## src/rtl/ps2_rx_fifo.sv

```systemverilog
`default_nettype none
// ============================================================================
// Module : ps2_rx_fifo
// Brief  : PS/2 device-to-host receiver with frame checking, sticky error
//          flags and a show-ahead output FIFO.
// Rev    : 1.0
// ============================================================================
module ps2_rx_fifo #(
    parameter int FREQ     = 12500,
    parameter int PS2_FREQ = 10,
    parameter int TIMEOUT  = FREQ / PS2_FREQ,
    parameter int FILT     = 2,
    parameter int FIFO_AW  = 3
) (
    input  logic               clk,
    input  logic               reset_n,
    input  logic               ps2_clk,
    input  logic               ps2_data,
    input  logic               rd,
    input  logic               clr_err,
    output logic [7:0]         code,
    output logic               empty,
    output logic [FIFO_AW:0]   count,
    output logic               busy,
    output logic               err_parity,
    output logic               err_frame,
    output logic               err_timeout,
    output logic               overflow
);
    localparam int              TW       = $clog2(TIMEOUT + 1);
    localparam int              CW       = FIFO_AW + 1;
    localparam int              DEPTH    = 1 << FIFO_AW;
    localparam logic [TW-1:0]   TMAX     = TW'(TIMEOUT);
    localparam logic [CW-1:0]   FULL_CNT = CW'(DEPTH);

    typedef enum logic [1:0] {
        S_IDLE   = 2'd0,
        S_RECV   = 2'd1,
        S_CHECK  = 2'd2,
        S_RESYNC = 2'd3
    } state_t;

    logic [1:0]          r_clk_sync;
    logic [1:0]          r_dat_sync;
    logic [2*FILT-1:0]   r_hist;
    logic [TW-1:0]       r_timer;
    state_t              r_state;
    state_t              w_state_nxt;
    logic [3:0]          r_bitcnt;
    logic [9:0]          r_shift;
    logic [7:0]          r_mem [DEPTH];
    logic [CW-1:0]       r_wptr;
    logic [CW-1:0]       r_rptr;
    logic                r_err_par, r_err_frm, r_err_to, r_ovf;

    logic w_clk_s, w_dat_s, w_fall, w_rise, w_sat, w_quiet, w_stuck;
    logic w_start, w_shift, w_push_req, w_set_par, w_set_frm, w_set_to;
    logic w_full, w_pop, w_wr, w_set_ovf;

    // Clock line idles high, so sync and history preset to 1 on reset.
    always_ff @(posedge clk or negedge reset_n) begin
        if (!reset_n) begin
            r_clk_sync <= '1;
            r_dat_sync <= '1;
            r_hist     <= '1;
        end else begin
            r_clk_sync <= {r_clk_sync[0], ps2_clk};
            r_dat_sync <= {r_dat_sync[0], ps2_data};
            r_hist     <= {r_hist[2*FILT-2:0], r_clk_sync[1]};
        end
    end

    assign w_clk_s = r_clk_sync[1];
    assign w_dat_s = r_dat_sync[1];
    assign w_fall  = (r_hist[2*FILT-1:FILT] == '1) && (r_hist[FILT-1:0] == '0);
    assign w_rise  = (r_hist[2*FILT-1:FILT] == '0) && (r_hist[FILT-1:0] == '1);

    always_ff @(posedge clk or negedge reset_n) begin
        if (!reset_n)
            r_timer <= '0;
        else if (w_fall || w_rise)
            r_timer <= '0;
        else if (r_timer != TMAX)
            r_timer <= r_timer + TW'(1);
    end

    // An edge in the same cycle logically clears the timer, so it masks quiet/stuck.
    assign w_sat   = (r_timer == TMAX) && !w_fall && !w_rise;
    assign w_quiet = w_sat && w_clk_s;
    assign w_stuck = w_sat && !w_clk_s;

    always_ff @(posedge clk or negedge reset_n) begin
        if (!reset_n)
            r_state <= S_IDLE;
        else
            r_state <= w_state_nxt;
    end

    always_comb begin
        w_state_nxt = r_state;
        w_start     = 1'b0;
        w_shift     = 1'b0;
        w_push_req  = 1'b0;
        w_set_par   = 1'b0;
        w_set_frm   = 1'b0;
        w_set_to    = 1'b0;
        case (r_state)
            S_IDLE: begin
                if (w_fall) begin
                    if (w_dat_s) begin
                        w_set_frm   = 1'b1;
                        w_state_nxt = S_RESYNC;
                    end else begin
                        w_start     = 1'b1;
                        w_state_nxt = S_RECV;
                    end
                end
            end
            S_RECV: begin
                if (w_fall) begin
                    w_shift = 1'b1;
                    if (r_bitcnt == 4'd10)
                        w_state_nxt = S_CHECK;
                end else if (w_quiet || w_stuck) begin
                    w_set_to    = 1'b1;
                    w_state_nxt = S_IDLE;
                end
            end
            S_CHECK: begin
                w_state_nxt = S_IDLE;
                if (!r_shift[9])
                    w_set_frm = 1'b1;
                else if (!(^r_shift[8:0]))
                    w_set_par = 1'b1;
                else
                    w_push_req = 1'b1;
            end
            S_RESYNC: begin
                if (w_quiet)
                    w_state_nxt = S_IDLE;
            end
            default: w_state_nxt = S_IDLE;
        endcase
        if (r_state != S_RECV && w_stuck)
            w_set_to = 1'b1;
    end

    // Shift register layout after 10 shifts: [7:0] data, [8] parity, [9] stop.
    always_ff @(posedge clk or negedge reset_n) begin
        if (!reset_n) begin
            r_bitcnt <= '0;
            r_shift  <= '0;
        end else if (w_start) begin
            r_bitcnt <= 4'd1;
        end else if (w_shift) begin
            r_bitcnt <= r_bitcnt + 4'd1;
            r_shift  <= {w_dat_s, r_shift[9:1]};
        end
    end

    assign count     = r_wptr - r_rptr;
    assign empty     = (count == '0);
    assign w_full    = (count == FULL_CNT);
    assign w_pop     = rd && !empty;
    assign w_wr      = w_push_req && (!w_full || w_pop);
    assign w_set_ovf = w_push_req && w_full && !w_pop;

    always_ff @(posedge clk or negedge reset_n) begin
        if (!reset_n) begin
            r_wptr <= '0;
            r_rptr <= '0;
        end else begin
            if (w_wr)
                r_wptr <= r_wptr + CW'(1);
            if (w_pop)
                r_rptr <= r_rptr + CW'(1);
        end
    end

    always_ff @(posedge clk) begin
        if (w_wr)
            r_mem[r_wptr[FIFO_AW-1:0]] <= r_shift[7:0];
    end

    assign code = empty ? 8'h00 : r_mem[r_rptr[FIFO_AW-1:0]];
    assign busy = (r_state != S_IDLE);

    // A set condition wins over a simultaneous clear.
    always_ff @(posedge clk or negedge reset_n) begin
        if (!reset_n) begin
            r_err_par <= 1'b0;
            r_err_frm <= 1'b0;
            r_err_to  <= 1'b0;
            r_ovf     <= 1'b0;
        end else begin
            r_err_par <= w_set_par | (r_err_par & ~clr_err);
            r_err_frm <= w_set_frm | (r_err_frm & ~clr_err);
            r_err_to  <= w_set_to  | (r_err_to  & ~clr_err);
            r_ovf     <= w_set_ovf | (r_ovf     & ~clr_err);
        end
    end

    assign err_parity  = r_err_par;
    assign err_frame   = r_err_frm;
    assign err_timeout = r_err_to;
    assign overflow    = r_ovf;

endmodule
`default_nettype wire

```

## config.mk

```make
export PLATFORM = sky130hd
export DESIGN_NAME = ps2_rx_fifo
export DESIGN_NICKNAME = d
export VERILOG_FILES = /design/src/rtl/ps2_rx_fifo.sv
export SDC_FILE = /design/constraint.sdc
export NUM_CORES = 1
export LEC_CHECK = 0
export BUFFER_PORTS_ARGS = -buffer_cell sky130_fd_sc_hd__clkbuf_2
export CAP_MARGIN = 0
export CORE_MARGIN = 2
export CORE_UTILIZATION = 33
export DETAILED_ROUTE_END_ITERATION = 12
export PLACE_DENSITY = 0.57
export SYNTH_ARGS = -nofsm -noshare
export SYNTH_HDL_FRONTEND = slang
export SYNTH_SLANG_ARGS = --single-unit
export TNS_END_PERCENT = 50
```

## constraint.sdc

```tcl
create_clock -name clk -period 6.9 [get_ports clk]
set_input_delay 0.345 -clock clk [delete_from_list [all_inputs] [get_ports clk]]
set_output_delay 0.345 -clock clk [all_outputs]
set_load 0.02 [all_outputs]
```

==> qor.csv <==
metric,value,unit
FF/Latch Area,3110,um^2
DP HPWL,6.08,mm
ANT nets after route,0,
"Primary FF master, synth",edfxtp_1,
status,"complete, no violations",
Layout Cells excl Fill,528,
Iter 0 DRT Violations,164,
post-DR wirelength/cell,17.3,um
Fin Hold WS,0.0793,ns
Post-Synth Simple-Gate Area,0.105,
Post-Route WL,9.14,mm
combined area of the multi-input logic cells,1550,um^2
Place WS,3.38,ns
n_diodes,0,
post-CTS setup buffer count,0,
H-Tree Level Count,3,
num ports,24,
row count,43,
TritonCTS buffer count,9,
die area,15400,um^2
RSZ-0062 raised after global routing,no,
crit-path leading delay family,simple AND/OR/NAND/NOR gates,
Post-Synth Adder-Cell Area,0.0279,
Compound-Gate Fraction of Synth Area,0.0361,
Max-slew headroom,0.283,
Max Slew Vio Count,0,
hold crit path type,input port to register,
final worst-path cycle share,0.514,
dpl cells,512,
minimum clock period,3.55,ns
CTS Root Cell,clkbuf_16,
maximum vdd drop,0.000140,V
initial core utilization,0.340,
"most common cell after layout, fill and taps aside",edfxtp_1,
GRT overflow,0,
TritonCTS clock tree,yes,
GPL Wtd Cong,0.826,
number of I/O port buffers,23,
worst path arrival time,3.51,ns
"EDFF count, synth",64,
Mapped Cells,315,
worst path bufs/invs,1,
post-synthesis mux area share,0.104,
drt via density,4.94,
"Seq/Total Area, Yosys",0.654,
CTS max path bufs,2,
"Clk pin slew, worst setup/hold paths",0.08,ns
fin worst setup slack,3.35,ns
setup_tns,0,ns
Clock Sinks,111,
Die Y,124,um
"commonest cells after routing, fill and taps aside","64 x edfxtp_1, 39 x dfrtp_1, 28 x nand2_1",
Syn Nets,331,
drc violations,0,
Final Hold Viols,0,
static leakage,0.00208,uW
cell area after layout,5400,um^2
share of post-route cells with drive strength above 1,0.256,
Worst Tran Pin Value,1.07,ns
PwrDens,352,nW/um^2
Placement Cell Area,5080,um^2
"Largest stage delay, worst path",0.96,ns
share of flip-flops with an asynchronous set or reset,0.423,
XOR/XNOR share of the synthesized area,0.0521,
Total Routing Usage GR,0.132,
largest net degree at the start of global routing,48,
WP data required,6.87,ns
syn avg cell area,15.1,um^2
Max Clk Rate,0.282,GHz
Final Skew,0.00862,ns
count of cell types in the netlist,46,
Die X,124,um
Startpoint Class,register,
number of global-route vias before repair,2726,
synthesis-stage register bit count,111,
core area,14000,um^2
# fillers,1317,
crit-path max FO,21,
final setup fails,0,
Pre-antenna DRT Iters,4,
layout net count,359,
first-pass GRT wire length,14.7,mm
Critical Path Sink Type,register,
clk_lat worst skew,0.35,ns
main combinational cell family by area after synthesis,simple AND/OR/NAND/NOR gates,
Resize count post-CTS,0,
max-cap violations,0,
vias,2608,
Area growth syn-to-layout,13.6,%
Yosys warnings,0,
crit-path cells,inv_1 > ha_1 > nor2b_1 > o21ai_0 > a21oi_1 > nor4_4 > nor2_4 > nor4b_2,
CTS Hold Bufs,0,
Netlist Area Pre-Place,4750,um^2
"Slowest-stage cell, CP",dfrtp_1,
initial antenna violation count,0,
crit path kind,register to register,
[per-layer routing]
metal | up-vias | wire [um] | track usage
met3 | 9 | 314 | 0.0311
met5 | - | 0 | 0
met2 | 48 | 4370 | 0.213
met1 | 1334 | 4370 | 0.175
li1 | 1217 | - | -
met4 | 0 | 89 | 0.0449
[path summary, 6_finish.rpt]
kind | from | end | slack (ns) | cells past startpoint
hold reg to reg | r_dat_sync[0] | r_dat_sync[1] | 0.36 | 0
hold / removal | ps2_data | r_dat_sync[0] | 0.08 | 1
setup reg to reg | r_rptr[1] | r_mem[2][5] | 3.35 | 8
min in group asynchronous | reset_n | r_timer[0] | 0.09 | 2
setup / recovery | r_rptr[1] | r_mem[2][5] | 3.35 | 8
max in group asynchronous | reset_n | r_timer[4] | 6.41 | 2
[cells in the mapped netlist, types with 2 or more instances]
library cell	n	area share
edfxtp_1	64	0.40
dfrtp_1	39	0.21
nand2_1	28	0.022
nor2_1	17	0.013
inv_1	16	0.013
mux4_2	16	0.076
o21ai_0	12	0.013
mux2_2	11	0.026
nand3_1	11	0.012
xnor2_1	11	0.020
xor2_1	11	0.020
a21oi_1	10	0.011
ha_1	9	0.024
dfstp_2	8	0.044
and3_1	4	0.0053
clkbuf_1	4	0.0032
buf_2	3	0.0032
nand4_1	3	0.0039
nor4b_2	3	0.0095
o22ai_1	3	0.0039
and4_1	2	0.0037
buf_1	2	0.0016
nor2b_1	2	0.0026
nor4b_1	2	0.0037
or3_1	2	0.0026
xnor2_2	2	0.0068
[cells by family (layout without fill, tap and decap cells)]
group                    count (synthesis)  after routing
buffers and inverters                   26             59
adder cells (fa/ha/maj)                 10             10
multiplexers                            28             28
flip-flops                             111            111
AND/OR/NAND/NOR                         85             85
AO/OA/AOI/OAI                           30             30
XOR/XNOR                                25             25
[area by class of cell]
type / instances / share of cell area
flip-flops and latches: 111 / 0.576
multi-input cells: 178 / 0.287
clock buffers: 10 / 0.0443
well taps: 180 / 0.0417
repair buffers: 26 / 0.0255
clock inverters: 6 / 0.0139
inverters: 17 / 0.0118
[power breakdown]
part           internal (uW)  switching (uW)
Sequential               747            81.2
Clock                    298             244
Combinational            232             299
[through the flow]
stage	utilization	total power (uW)
2_1_floorplan	-	1220
3_3_place_gp	0.364	1370
3_5_place_dp	0.364	1380
4_1_cts	0.386	1930
5_1_grt	0.386	2010
6_report	0.386	1900
[worst reg2reg max path, stage by stage, from the launching register on]
cell and delay (ns):
dfrtp_1 0.96, inv_1 0.11, ha_1 0.32, nor2b_1 0.14
o21ai_0 0.11, a21oi_1 0.35, nor4_4 0.14, nor2_4 0.20
nor4b_2 0.84
[flip-flops by register name (all words and copies together) (netlist names), 2 cells and up]
signal and cells:
r_hist 4, r_mem 64, r_clk_sync 2, r_shift 10, r_timer 11, r_rptr 4, r_bitcnt 4, r_state 2
r_wptr 4, r_dat_sync 2
Note: power is estimated with default switching activity, not from simulation.
